===== config.mk =====
export PLATFORM = sky130hd
export DESIGN_NAME = if_fetch
export DESIGN_NICKNAME = d
export VERILOG_FILES = /design/src/rtl/if_fetch_pkg.sv /design/src/rtl/if_fifo.sv /design/src/rtl/if_fetch.sv
export SDC_FILE = /design/constraint.sdc
export NUM_CORES = 1
export LEC_CHECK = 0
export ABC_AREA = 1
export BUFFER_PORTS_ARGS = -buffer_cell sky130_fd_sc_hd__clkbuf_2
export CORE_MARGIN = 10
export CORE_UTILIZATION = 56
export DETAILED_ROUTE_END_ITERATION = 12
export MAX_ROUTING_LAYER = met4
export PLACE_DENSITY = 0.76
export SLEW_MARGIN = 20
export SYNTH_ARGS = -nofsm -noshare
export SYNTH_HDL_FRONTEND = slang
export SYNTH_HIERARCHICAL = 1
export SYNTH_SLANG_ARGS = --single-unit

===== constraint.sdc =====
create_clock -name clk -period 11.4 [get_ports clk]
set_clock_uncertainty 0.05 [all_clocks]
set_input_delay 0.57 -clock clk [delete_from_list [all_inputs] [get_ports clk]]
set_output_delay 0.57 -clock clk [all_outputs]
set_load 0.05 [all_outputs]

===== src/rtl/if_fetch_pkg.sv =====
// Shared definitions for the instruction-fetch stage.
//   CTRLBUS_IF      : this stage's bit in the 6-bit pipeline stall/flush buses
//   FAULT_MISALIGN  : inst_fault_o bit flagging a misaligned PC
//   FAULT_ACCESS    : inst_fault_o bit flagging an icache access fault
//   NOP_INST        : instruction emitted in place of a faulting fetch
//   if_state_e      : fetch control state (RUN issues, DRAIN discards stale responses)
package if_fetch_pkg;

  localparam int unsigned CTRLBUS_W      = 6;
  localparam int unsigned CTRLBUS_IF     = 1;
  localparam int unsigned FAULT_MISALIGN = 1;
  localparam int unsigned FAULT_ACCESS   = 0;
  localparam logic [31:0] NOP_INST       = 32'h0000_0013;

  typedef enum logic [0:0] {
    IF_RUN   = 1'b0,
    IF_DRAIN = 1'b1
  } if_state_e;

  // Packs the two fault flags into the {misaligned, access_fault} field.
  function automatic logic [1:0] fault_bits(input logic misaligned, input logic access);
    logic [1:0] f;
    f                 = '0;
    f[FAULT_MISALIGN] = misaligned;
    f[FAULT_ACCESS]   = access;
    return f;
  endfunction

endpackage


===== src/rtl/if_fifo.sv =====
// Synchronous FIFO with asynchronous active-low reset and synchronous clear.
//   clk, rst_n  : clock / async active-low reset
//   clr         : empties the FIFO (wins over push and pop)
//   push, push_data : write when not full
//   pop         : advance the head when not empty
//   head        : current head entry (valid while count != 0)
//   count       : number of stored entries
// DEPTH must be a power of two >= 2; pointers carry one extra wrap bit so that
// full and empty are told apart by the MSB.
module if_fifo #(
  parameter int unsigned WIDTH = 8,
  parameter int unsigned DEPTH = 2
) (
  input  logic                     clk,
  input  logic                     rst_n,
  input  logic                     clr,
  input  logic                     push,
  input  logic [WIDTH-1:0]         push_data,
  input  logic                     pop,
  output logic [WIDTH-1:0]         head,
  output logic [$clog2(DEPTH):0]   count
);

  localparam int unsigned AW = $clog2(DEPTH);

  logic [WIDTH-1:0] mem [DEPTH];
  logic [AW:0]      wr_ptr;
  logic [AW:0]      rd_ptr;
  logic             full;
  logic             empty;
  logic             do_push;
  logic             do_pop;

  assign empty   = (wr_ptr == rd_ptr);
  assign full    = (wr_ptr[AW] != rd_ptr[AW]) && (wr_ptr[AW-1:0] == rd_ptr[AW-1:0]);
  assign do_push = push & ~full;
  assign do_pop  = pop & ~empty;
  assign count   = wr_ptr - rd_ptr;
  assign head    = mem[rd_ptr[AW-1:0]];

  always_ff @(posedge clk or negedge rst_n) begin
    if (!rst_n) begin
      wr_ptr <= '0;
      rd_ptr <= '0;
    end else if (clr) begin
      wr_ptr <= '0;
      rd_ptr <= '0;
    end else begin
      if (do_push) wr_ptr <= wr_ptr + (AW+1)'(1);
      if (do_pop)  rd_ptr <= rd_ptr + (AW+1)'(1);
    end
  end

  // Storage needs no reset: nothing reads it while the FIFO is empty.
  always_ff @(posedge clk) begin
    if (do_push && !clr) mem[wr_ptr[AW-1:0]] <= push_data;
  end

endmodule


===== src/rtl/if_fetch.sv =====
// Instruction-fetch stage between the PC register and IF/ID.
//   clk, rst                      : clock / async active-low reset
//   stall_valid_i, flush_valid_i  : pipeline control buses (bit CTRLBUS_IF used)
//   fetch_pc_i, fetch_req_i       : next fetch address and request from the PC register
//   pc_stall_req_o                : address not taken this cycle, PC register must hold
//   ic_req_valid_o/ready_i/addr_o : icache request channel
//   ic_resp_valid_i/data_i/err_i  : icache responses, in order, never backpressured
//   inst_valid_o/inst_o/inst_pc_o/inst_fault_o/inst_ready_i : result queue head to decode
// Requests are credit-limited so every response has a reserved queue slot. After
// a flush, responses still in flight are counted down and discarded (DRAIN).
module if_fetch #(
  parameter int unsigned XLEN            = 64,
  parameter int unsigned MAX_OUTSTANDING = 2,
  parameter int unsigned QDEPTH          = 2,
  parameter logic [31:0] NOP_INST        = if_fetch_pkg::NOP_INST
) (
  input  logic            clk,
  input  logic            rst,
  input  logic [5:0]      stall_valid_i,
  input  logic [5:0]      flush_valid_i,
  input  logic [XLEN-1:0] fetch_pc_i,
  input  logic            fetch_req_i,
  output logic            pc_stall_req_o,
  output logic            ic_req_valid_o,
  input  logic            ic_req_ready_i,
  output logic [XLEN-1:0] ic_req_addr_o,
  input  logic            ic_resp_valid_i,
  input  logic [31:0]     ic_resp_data_i,
  input  logic            ic_resp_err_i,
  output logic            inst_valid_o,
  output logic [31:0]     inst_o,
  output logic [XLEN-1:0] inst_pc_o,
  output logic [1:0]      inst_fault_o,
  input  logic            inst_ready_i
);

  import if_fetch_pkg::*;

  localparam int unsigned OW = $clog2(MAX_OUTSTANDING);
  localparam int unsigned QW = $clog2(QDEPTH);
  localparam int unsigned EW = 32 + XLEN + 2;

  logic [OW:0]      outstanding;
  logic [XLEN-1:0]  pend_pc;
  logic [QW:0]      q_count;
  logic [EW-1:0]    q_head;
  logic [EW-1:0]    q_push_data;
  logic [OW:0]      drop_cnt;
  logic [OW:0]      drop_next;
  if_state_e        state;
  if_state_e        state_next;

  logic             flush;
  logic             stall;
  logic             aligned;
  logic             q_valid;
  logic             q_pop;
  logic             q_push;
  logic             resp_keep;
  logic             resp_drop;
  logic             run_ok;
  logic             credit;
  logic             handshake;
  logic             mis_accept;
  int unsigned      occupancy;

  logic             unused_ok;
  assign unused_ok = ^{stall_valid_i, flush_valid_i};

  assign flush   = flush_valid_i[CTRLBUS_IF];
  assign stall   = stall_valid_i[CTRLBUS_IF];
  assign aligned = (fetch_pc_i[1:0] == 2'b00);
  assign q_valid = (q_count != '0);
  assign q_pop   = q_valid & inst_ready_i & ~stall;

  assign resp_keep = ic_resp_valid_i & (drop_cnt == '0) & ~flush;
  assign resp_drop = ic_resp_valid_i & ~resp_keep;

  // Slots committed to in-flight requests plus queued results. A head leaving
  // this cycle frees its slot before any new request can come back, so it is
  // credited immediately to sustain one fetch per cycle.
  assign occupancy = 32'(outstanding) + 32'(q_count) - 32'(q_pop);
  assign credit    = (occupancy < QDEPTH) && (32'(outstanding) < MAX_OUTSTANDING);
  assign run_ok    = rst & (state == IF_RUN) & ~flush;

  assign ic_req_valid_o = fetch_req_i & credit & run_ok & aligned;
  assign ic_req_addr_o  = fetch_pc_i;
  assign handshake      = ic_req_valid_o & ic_req_ready_i;

  // Misaligned PCs never reach the icache; they wait for all older requests
  // to retire so the fault lands in program order.
  assign mis_accept = fetch_req_i & run_ok & ~aligned & (outstanding == '0) &
                      (occupancy < QDEPTH);

  assign pc_stall_req_o = rst & fetch_req_i & ~(handshake | mis_accept);

  assign q_push      = resp_keep | mis_accept;
  assign q_push_data = mis_accept
                     ? {fault_bits(1'b1, 1'b0), fetch_pc_i, NOP_INST}
                     : {fault_bits(1'b0, ic_resp_err_i), pend_pc,
                        (ic_resp_err_i ? NOP_INST : ic_resp_data_i)};

  // Pending-PC FIFO: its occupancy is the outstanding-request count. Every
  // response pops it, kept or dropped, so tags stay aligned across flushes.
  if_fifo #(
    .WIDTH (XLEN),
    .DEPTH (MAX_OUTSTANDING)
  ) u_pend_fifo (
    .clk       (clk),
    .rst_n     (rst),
    .clr       (1'b0),
    .push      (handshake),
    .push_data (fetch_pc_i),
    .pop       (ic_resp_valid_i),
    .head      (pend_pc),
    .count     (outstanding)
  );

  if_fifo #(
    .WIDTH (EW),
    .DEPTH (QDEPTH)
  ) u_result_q (
    .clk       (clk),
    .rst_n     (rst),
    .clr       (flush),
    .push      (q_push),
    .push_data (q_push_data),
    .pop       (q_pop),
    .head      (q_head),
    .count     (q_count)
  );

  assign inst_valid_o = q_valid;
  assign inst_o       = q_valid ? q_head[31:0]      : NOP_INST;
  assign inst_pc_o    = q_valid ? q_head[32 +: XLEN] : '0;
  assign inst_fault_o = q_valid ? q_head[EW-1 -: 2]  : '0;

  always_comb begin
    drop_next  = drop_cnt;
    state_next = state;
    if (flush) begin
      // A response arriving with the flush is discarded right now.
      drop_next  = outstanding - {{OW{1'b0}}, ic_resp_valid_i};
      state_next = (drop_next != '0) ? IF_DRAIN : IF_RUN;
    end else if (resp_drop) begin
      drop_next  = drop_cnt - (OW+1)'(1);
      state_next = (drop_next == '0) ? IF_RUN : state;
    end
  end

  always_ff @(posedge clk or negedge rst) begin
    if (!rst) begin
      drop_cnt <= '0;
      state    <= IF_RUN;
    end else begin
      drop_cnt <= drop_next;
      state    <= state_next;
    end
  end

endmodule


==> reports/metrics.yaml, run 1 <==
grt_pass1_vias: 10970
place_congestion: 0.7736
area_growth_syn_to_layout_pct: 14.34
hp-class: "primary input to flip-flop"
min_period_ps: 6481
die_x_um: 185.5
row_count: 60
finalHoldViolCount: 0
cts_buffers: 35
clk_latency_ps: 500
fin_tns_setup_ps: 0
port_buffers: 269
ir_worst_vdd_mv: 0.1343
whs_ps: 232.4
synthArstFlopShare_pct: 3.284
timing.rr.start: "u_pend_fifo/rd_ptr[0]"
slowest_delay_ps: 940
worst_slew_pin_slew_ps: 1106
wl_per_cell_um: 16.95
cts-root-buf: "clkbuf_16"
antenna_left: 0
cts_tree: "done"
cts_resized: 0
dp_hpwl_mm: 21.35
yosysSeqAreaShare_pct: 65.26
drt_iter0_drc: 851
start_util_pct: 56.88
dieArea_sq_um: 34400
grt_max_degree: 99
routed_via_density: 5.155
dr_total_vias: 10850
drv_cap: 0
grtUsageTotal_pct: 20.95
synthesis.area_sq_um: 15330
core_area_sq_um: 26950
htreeDepth: 2
ys.flop_type: "edfxtp_1"
ys.warnings.count: 6
grt_pass1_wl_mm: 55.61
avgSynthCellArea_sq_um: 9.834
cp_slowest_cell: "nand3_4"
synth_edf_count: 324
r2r_cells: 15
clkSinkCount: 335
crit_path_end: "u_result_q/mem[0][17]"
ys_ff_latch: 335
leakagePower_uw: 0.008126
synth_top_cell_by_area: "edfxtp_1"
worstPathMaxFanout: 72
synthTopCellsByArea: "edfxtp_1 63%, nand2_1 17%, nor2_1 3.5%, buf_4 3.4%, inv_1 3.2%"
slew_headroom_pct: 26.30
ctsLongestPathBuffers: 3
path_clk_slew_ps: 60
antenna_found_initial: 1
io_pins: 280
critPathLaunch: "u_pend_fifo/rd_ptr[0]"
drc: 0
setup_violations: 0
fillers: 2115
criticalPathCategory: "flip-flop to flip-flop"
wl_mm: 35.66
hold-path-cell-count: 1
fin_crit_sh_pct: 56.85
cp_cell_sequence: "buf_4 > ha_1 > xor2_1 > inv_1 > ha_1 > inv_1 > ha_1 > nand3b_1 > nand2_2 > buf_4 > nand3_4 > o31ai_1 > nand4_1 > inv_4 > buf_4"
timing.rr.end: "u_result_q/mem[0][17]"
startpoint_type: "flip-flop"
fmax_mhz: 154.3
drive_gt1_share_pct: 20.03
r2r_setup_slack_ps: 4920
rsz0062_at_grt: "no"
synth.top_cell.area_share_pct: 63.46
status: "finished clean"
syn_inst: 1559
endpoint_kind: "flip-flop"
arrival_ps: 6540
slew_viol_final: 0
die_h_um: 185.5
synth_cell_types: 24
nets: 1862
powerDensity_nw_per_um2: 162.7
overflow: 0
dr.pass1.iters: 5
cp.required_ps: 11460
cell families (layout without fill, tap and decap cells):
kind of cell             after synthesis  in the layout  share of synthesized area, %
adder cells (fa/ha/maj)                9              9                        0.7835
AO/OA/AOI/OAI                          4              4                        0.1632
buffers and inverters                276            478                         9.353
AND/OR/NAND/NOR                      931            931                         24.25
XOR/XNOR                               3              3                        0.1714
other                                  1              3                       0.02446
flip-flops                           335            335                         65.26
placed cells by master, fill, tap and decap left out, types with 2 or more instances in the layout:
cell and instances:
a21oi_1 2, buf_4 14, bufinv_16 6, clkbuf_1 4, clkbuf_16 37, clkbuf_2 269
clkinv_1 4, clkinv_2 10, clkinvlp_4 2, conb_1 2, dfrtp_1 9, edfxtp_1 324
ha_1 8, inv_1 128, inv_2 2, nand2_1 691, nand3_1 14, nand4_1 72
nor2_1 143, nor2_4 3, nor3_2 2, o31ai_1 2, or2_2 3, xor2_1 3
power breakdown:
| part | total (uW) | switching (uW) | internal, uW |
|---|---|---|---|
| logic | 308 | 247 | 60.9 |
| clock network | 1180 | 450 | 725 |
| registers | 1370 | 4.25 | 1360 |
| total | 2850 | 701 | 2150 |
how the worst min path moves through the flow:
stage / startpoint / end / slack (ps)
floorplan: rst / drop_cnt[0] / 220
global placement: state / state / 420
detailed placement: state / state / 420
CTS: fetch_pc_i[24] / u_pend_fifo/mem[0][24] / 220
global route: fetch_pc_i[24] / u_pend_fifo/mem[0][24] / 220
finish: fetch_pc_i[24] / u_pend_fifo/mem[0][24] / 230
critical path, delay by kind of cell (launching register included):
| family | cells | cell delay, ps |
|---|---|---|
| buf+inv | 6 | 2660 |
| compound gates | 1 | 430 |
| xor+xnor | 1 | 280 |
| flops | 1 | 340 |
| fa+ha+maj | 3 | 870 |
| simple gates | 4 | 1330 |
registers in the layout, summed over array words and instances (netlist names):
signal	count
drop_cnt	2
u_result_q/mem	196
state	1
u_pend_fifo/rd_ptr	2
u_result_q/rd_ptr	2
u_pend_fifo/wr_ptr	2
u_pend_fifo/mem	128
u_result_q/wr_ptr	2
stage by stage:
stage / power [uW] / setup slack (ps) / utilization (%) / cells / cell area, sq um
2_1_floorplan: 1627 / 643.4 / - / 1560 / 15330
3_3_place_gp: 1698 / 5049 / 60.58 / 2041 / 16330
3_5_place_dp: 1705 / 4935 / 60.58 / 2041 / 16330
4_1_cts: 2873 / 4911 / 65.03 / 2103 / 17530
5_1_grt: 2952 / 4501 / 65.04 / 2104 / 17530
6_report: 2852 / 4919 / 65.04 / 2104 / 17530
cell type report:
class,instances,area [sq um],area share [%]
clock inverters,20,250.2,1.428
inverters,133,504.2,2.877
multi-input cells,949,3934,22.44
diodes,1,2.502,0.01428
repair buffers,284,1461,8.337
flip-flops and latches,335,10010,57.10
clock buffers,41,940.9,5.368
well taps,341,426.7,2.434
synthesized netlist by cell type (8+ instances only):
library cell / instances
nand2_1: 692
edfxtp_1: 324
nor2_1: 144
inv_1: 130
nand4_1: 72
buf_4: 70
buf_2: 36
clkbuf_1: 23
nand3_1: 14
buf_6: 12
dfrtp_1: 11
ha_1: 8
layer usage:
metal / global-route usage [%] / vias up / wire length [um] / part of all wire [%]
li1: - / 5323 / - / -
met1: 24.64 / 5065 / 14490 / 41
met2: 36.05 / 394 / 17760 / 50
met3: 3.626 / 65 / 2503 / 7.0
met4: 6.632 / 0 / 903 / 2.5
met5: - / - / 0 / 0
repair_timing:
item / CTS / global route
hold buffers: 1 / 0
setup buffers: 0 / 0
hold endpoints to repair: 11 / 0
Note: power is estimated with default switching activity, not from simulation.
==> inputs of run 2 (changes only) <==
--- a/config.mk
+++ b/config.mk
@@ -5,13 +5,13 @@
 export SDC_FILE = /design/constraint.sdc
 export NUM_CORES = 1
 export LEC_CHECK = 0
-export ABC_AREA = 1
+export ABC_AREA = 0
 export BUFFER_PORTS_ARGS = -buffer_cell sky130_fd_sc_hd__clkbuf_2
 export CORE_MARGIN = 10
-export CORE_UTILIZATION = 56
+export CORE_UTILIZATION = 50
 export DETAILED_ROUTE_END_ITERATION = 12
 export MAX_ROUTING_LAYER = met4
-export PLACE_DENSITY = 0.76
+export PLACE_DENSITY = 0.72
 export SLEW_MARGIN = 20
 export SYNTH_ARGS = -nofsm -noshare
 export SYNTH_HDL_FRONTEND = slang
==> constraint.sdc (replaced) <==
create_clock -name clk -period 5.9 [get_ports clk]
set_clock_uncertainty 0.05 [all_clocks]
set_input_delay 0.295 -clock clk [delete_from_list [all_inputs] [get_ports clk]]
set_output_delay 0.295 -clock clk [all_outputs]
set_load 0.05 [all_outputs]
==> run 2 against run 1 <==
  * Wire length down 12%
  * Non-clock buffer count up 63
  * Area after synthesis down 2.4%
  * Flip-flop and latch count unchanged
  * Cell area up 3.6%
  * Utilization down 3.6 points
  * Die area up 8.3%
  * Total power rose to 2.5 times the previous value
  * Worst setup slack worse by 4000 ps
  * Via count down 24%
  * Cell count down 24%
  * Critical endpoint is now u_pend_fifo/mem[1][37]
==> reports/metrics.yaml, run 2 <==
yosysSeqAreaShare_pct: 66.85
antenna_found_initial: 0
cts_setup_buffers: 0
endpoint_kind: "flip-flop"
die_x_um: 193.0
fin_crit_sh_pct: 83.70
dr.pass1.iters: 4
worstPathMaxFanout: 40
holdPathEnd: "u_pend_fifo/mem[1][62]"
powerDensity_nw_per_um2: 398.7
hold-path-cell-count: 1
cts_resized: 0
synth_top_cell_by_area: "edfxtp_1"
leakagePower_uw: 0.006750
drc: 0
io_pins: 280
core_area_sq_um: 29560
htreeDepth: 2
antennaDiodeCount: 0
grt_max_degree: 60
setup_violations: 0
die_h_um: 193.0
antenna_left: 0
synth_common_cells: "324 x edfxtp_1, 192 x mux2_2, 96 x nor2b_1"
ctsLongestPathBuffers: 3
whs_ps: 25.97
startpoint_type: "flip-flop"
grt_pass1_vias: 8915
synthArstFlopShare_pct: 3.284
synthesis.nets: 1030
timing.rr.end: "u_pend_fifo/mem[1][37]"
clk_latency_ps: 510
status: "finished clean"
cts-root-buf: "clkbuf_16"
drive_gt1_share_pct: 48.51
ys.warnings.count: 6
ys.flop_type: "edfxtp_1"
slew_headroom_pct: 43.41
row_count: 63
fmax_mhz: 202.5
yosysMostFrequentCell: "edfxtp_1"
avgSynthCellArea_sq_um: 16.52
synth_edf_count: 324
wl_per_cell_um: 19.67
ir_worst_vdd_mv: 0.2675
wl_mm: 31.47
slew_viol_final: 0
finalHoldViolCount: 0
hp-class: "primary input to flip-flop"
route.met3.wl_mm: 2.183
arrival_ps: 5020
cts-hold-fix-buffers: 61
area_growth_syn_to_layout_pct: 21.39
drv_cap: 0
worst_slew_pin_slew_ps: 848.8
drt_iter0_drc: 398
cp.required_ps: 5990
r2r_setup_slack_ps: 960
clkSinkCount: 335
criticalPathCategory: "flip-flop to flip-flop"
r2r_cells: 14
min_period_ps: 4938
cts_buffers: 36
topRoutingLayerUsed: "met4"
routed_via_density: 5.142
synth.top_cell.area_share_pct: 65.01
syn_inst: 906
dr_total_vias: 8227
timing.rr.start: "u_result_q/wr_ptr[1]"
cts_tree: "done"
grtUsageTotal_pct: 17.01
largest_reg_flops: 196
dieArea_sq_um: 37250
start_util_pct: 50.63
path_clk_slew_ps: 60
nets: 1309
layout.cells.most_common: "edfxtp_1"
synthTopCellsByArea: "edfxtp_1 65%, mux2_2 14%, nor2b_1 4.0%, buf_4 3.6%, mux2_4 3.4%"
fin_tns_setup_ps: 0
rsz0062_at_grt: "no"
synthesis.area_sq_um: 14970
wl_met2_mm: 15.54
ys_ff_latch: 335
synth_cell_types: 42
grt_pass1_wl_mm: 48.11
wirelength_met1_mm: 13.23
overflow: 0
layout_common_cells: "324 x edfxtp_1, 269 x clkbuf_2, 192 x mux2_2, 96 x nor2b_1, 61 x dlygate4sd3_1"
place_congestion: 0.7542
dp_hpwl_mm: 19.58
min_from: "fetch_pc_i[62]"
port_buffers: 269
==> run 2: cell types whose count changed after synthesis, moves of 34 or more <==
cell	before	now
nor2_1	144	14
inv_1	130	12
nor2b_1	0	96
mux2_2	0	192
nand4_1	72	0
mux2_4	0	34
nand2_1	692	9
==> run 2: report_power, final <==
part           leakage [uW]  internal [uW]  switching (uW)
logic               0.00310            669            1540
registers           0.00306           2730            42.3
clock network      0.000585           1400             865
total               0.00675           4800            2450
==> run 2: worst max path at each step <==
stage | start | to | slack [ps] | depth (start not counted)
2_1_floorplan | u_result_q/wr_ptr[1] | u_pend_fifo/mem[0][0] | -620 | 14
3_3_place_gp | u_result_q/wr_ptr[0] | u_pend_fifo/mem[0][24] | 1060 | 15
3_5_place_dp | u_result_q/wr_ptr[1] | u_pend_fifo/mem[0][26] | 970 | 14
4_1_cts | u_result_q/wr_ptr[1] | u_pend_fifo/mem[0][34] | 960 | 14
5_1_grt | u_result_q/wr_ptr[1] | u_pend_fifo/mem[0][25] | 650 | 14
6_report | u_result_q/wr_ptr[1] | u_pend_fifo/mem[1][37] | 960 | 14
==> run 2: per-layer routing <==
layer | global-route usage (%) | vias up
met2 | 28.27 | 282
li1 | - | 3848
met4 | 4.467 | 0
met5 | - | -
met3 | 3.399 | 41
met1 | 20.98 | 4056
==> run 2: logic make-up after synthesis <==
logic type               after synthesis  share of synthesized area, %
buffers and inverters                121                         5.367
AO/OA/AOI/OAI                         27                         1.313
other                                  1                       0.02506
flip-flops                           335                         66.84
adder cells (fa/ha/maj)                9                        0.8026
XOR/XNOR                               7                        0.5099
multiplexers                         229                         18.06
AND/OR/NAND/NOR                      177                         7.081
==> run 2: area by class of cell <==
class | count | area, sq um
Inverter | 15 | 56.30
Clock buffer | 44 | 983.4
Multi-Input combinational cell | 450 | 4259
Sequential cell | 335 | 10010
Tap cell | 390 | 488.0
Clock inverter | 19 | 222.7
Timing Repair Buffer | 347 | 2147
Fill cell | 2155 | 11390
==> run 2: per-stage QoR <==
step / total power (uW) / std cells / instance area [sq um] / utilization, % / setup slack [ps]
after floorplan: 4542 / 906 / 15050 / - / -621.0
after global placement: 4996 / 1476 / 16350 / 55.32 / 1056
after detailed placement: 5019 / 1476 / 16350 / 55.32 / 972.7
after CTS: 7329 / 1600 / 18170 / 61.46 / 960.9
after global routing: 7556 / 1600 / 18170 / 61.46 / 652.4
final: 7243 / 1600 / 18170 / 61.46 / 961.9
==> run 2: worst max-delay path: stages (launching register included) <==
cell and delay [ps]:
dfrtp_1 430, xnor2_2 360, xnor2_1 240, nor2_4 70, nor3b_4 310, ha_1 300, nor2_1 120, fa_1 420
or4_4 550, a311oi_4 350, nand2_1 120, nor2_1 300, o21ai_1 230, nor3_4 160, buf_4 510
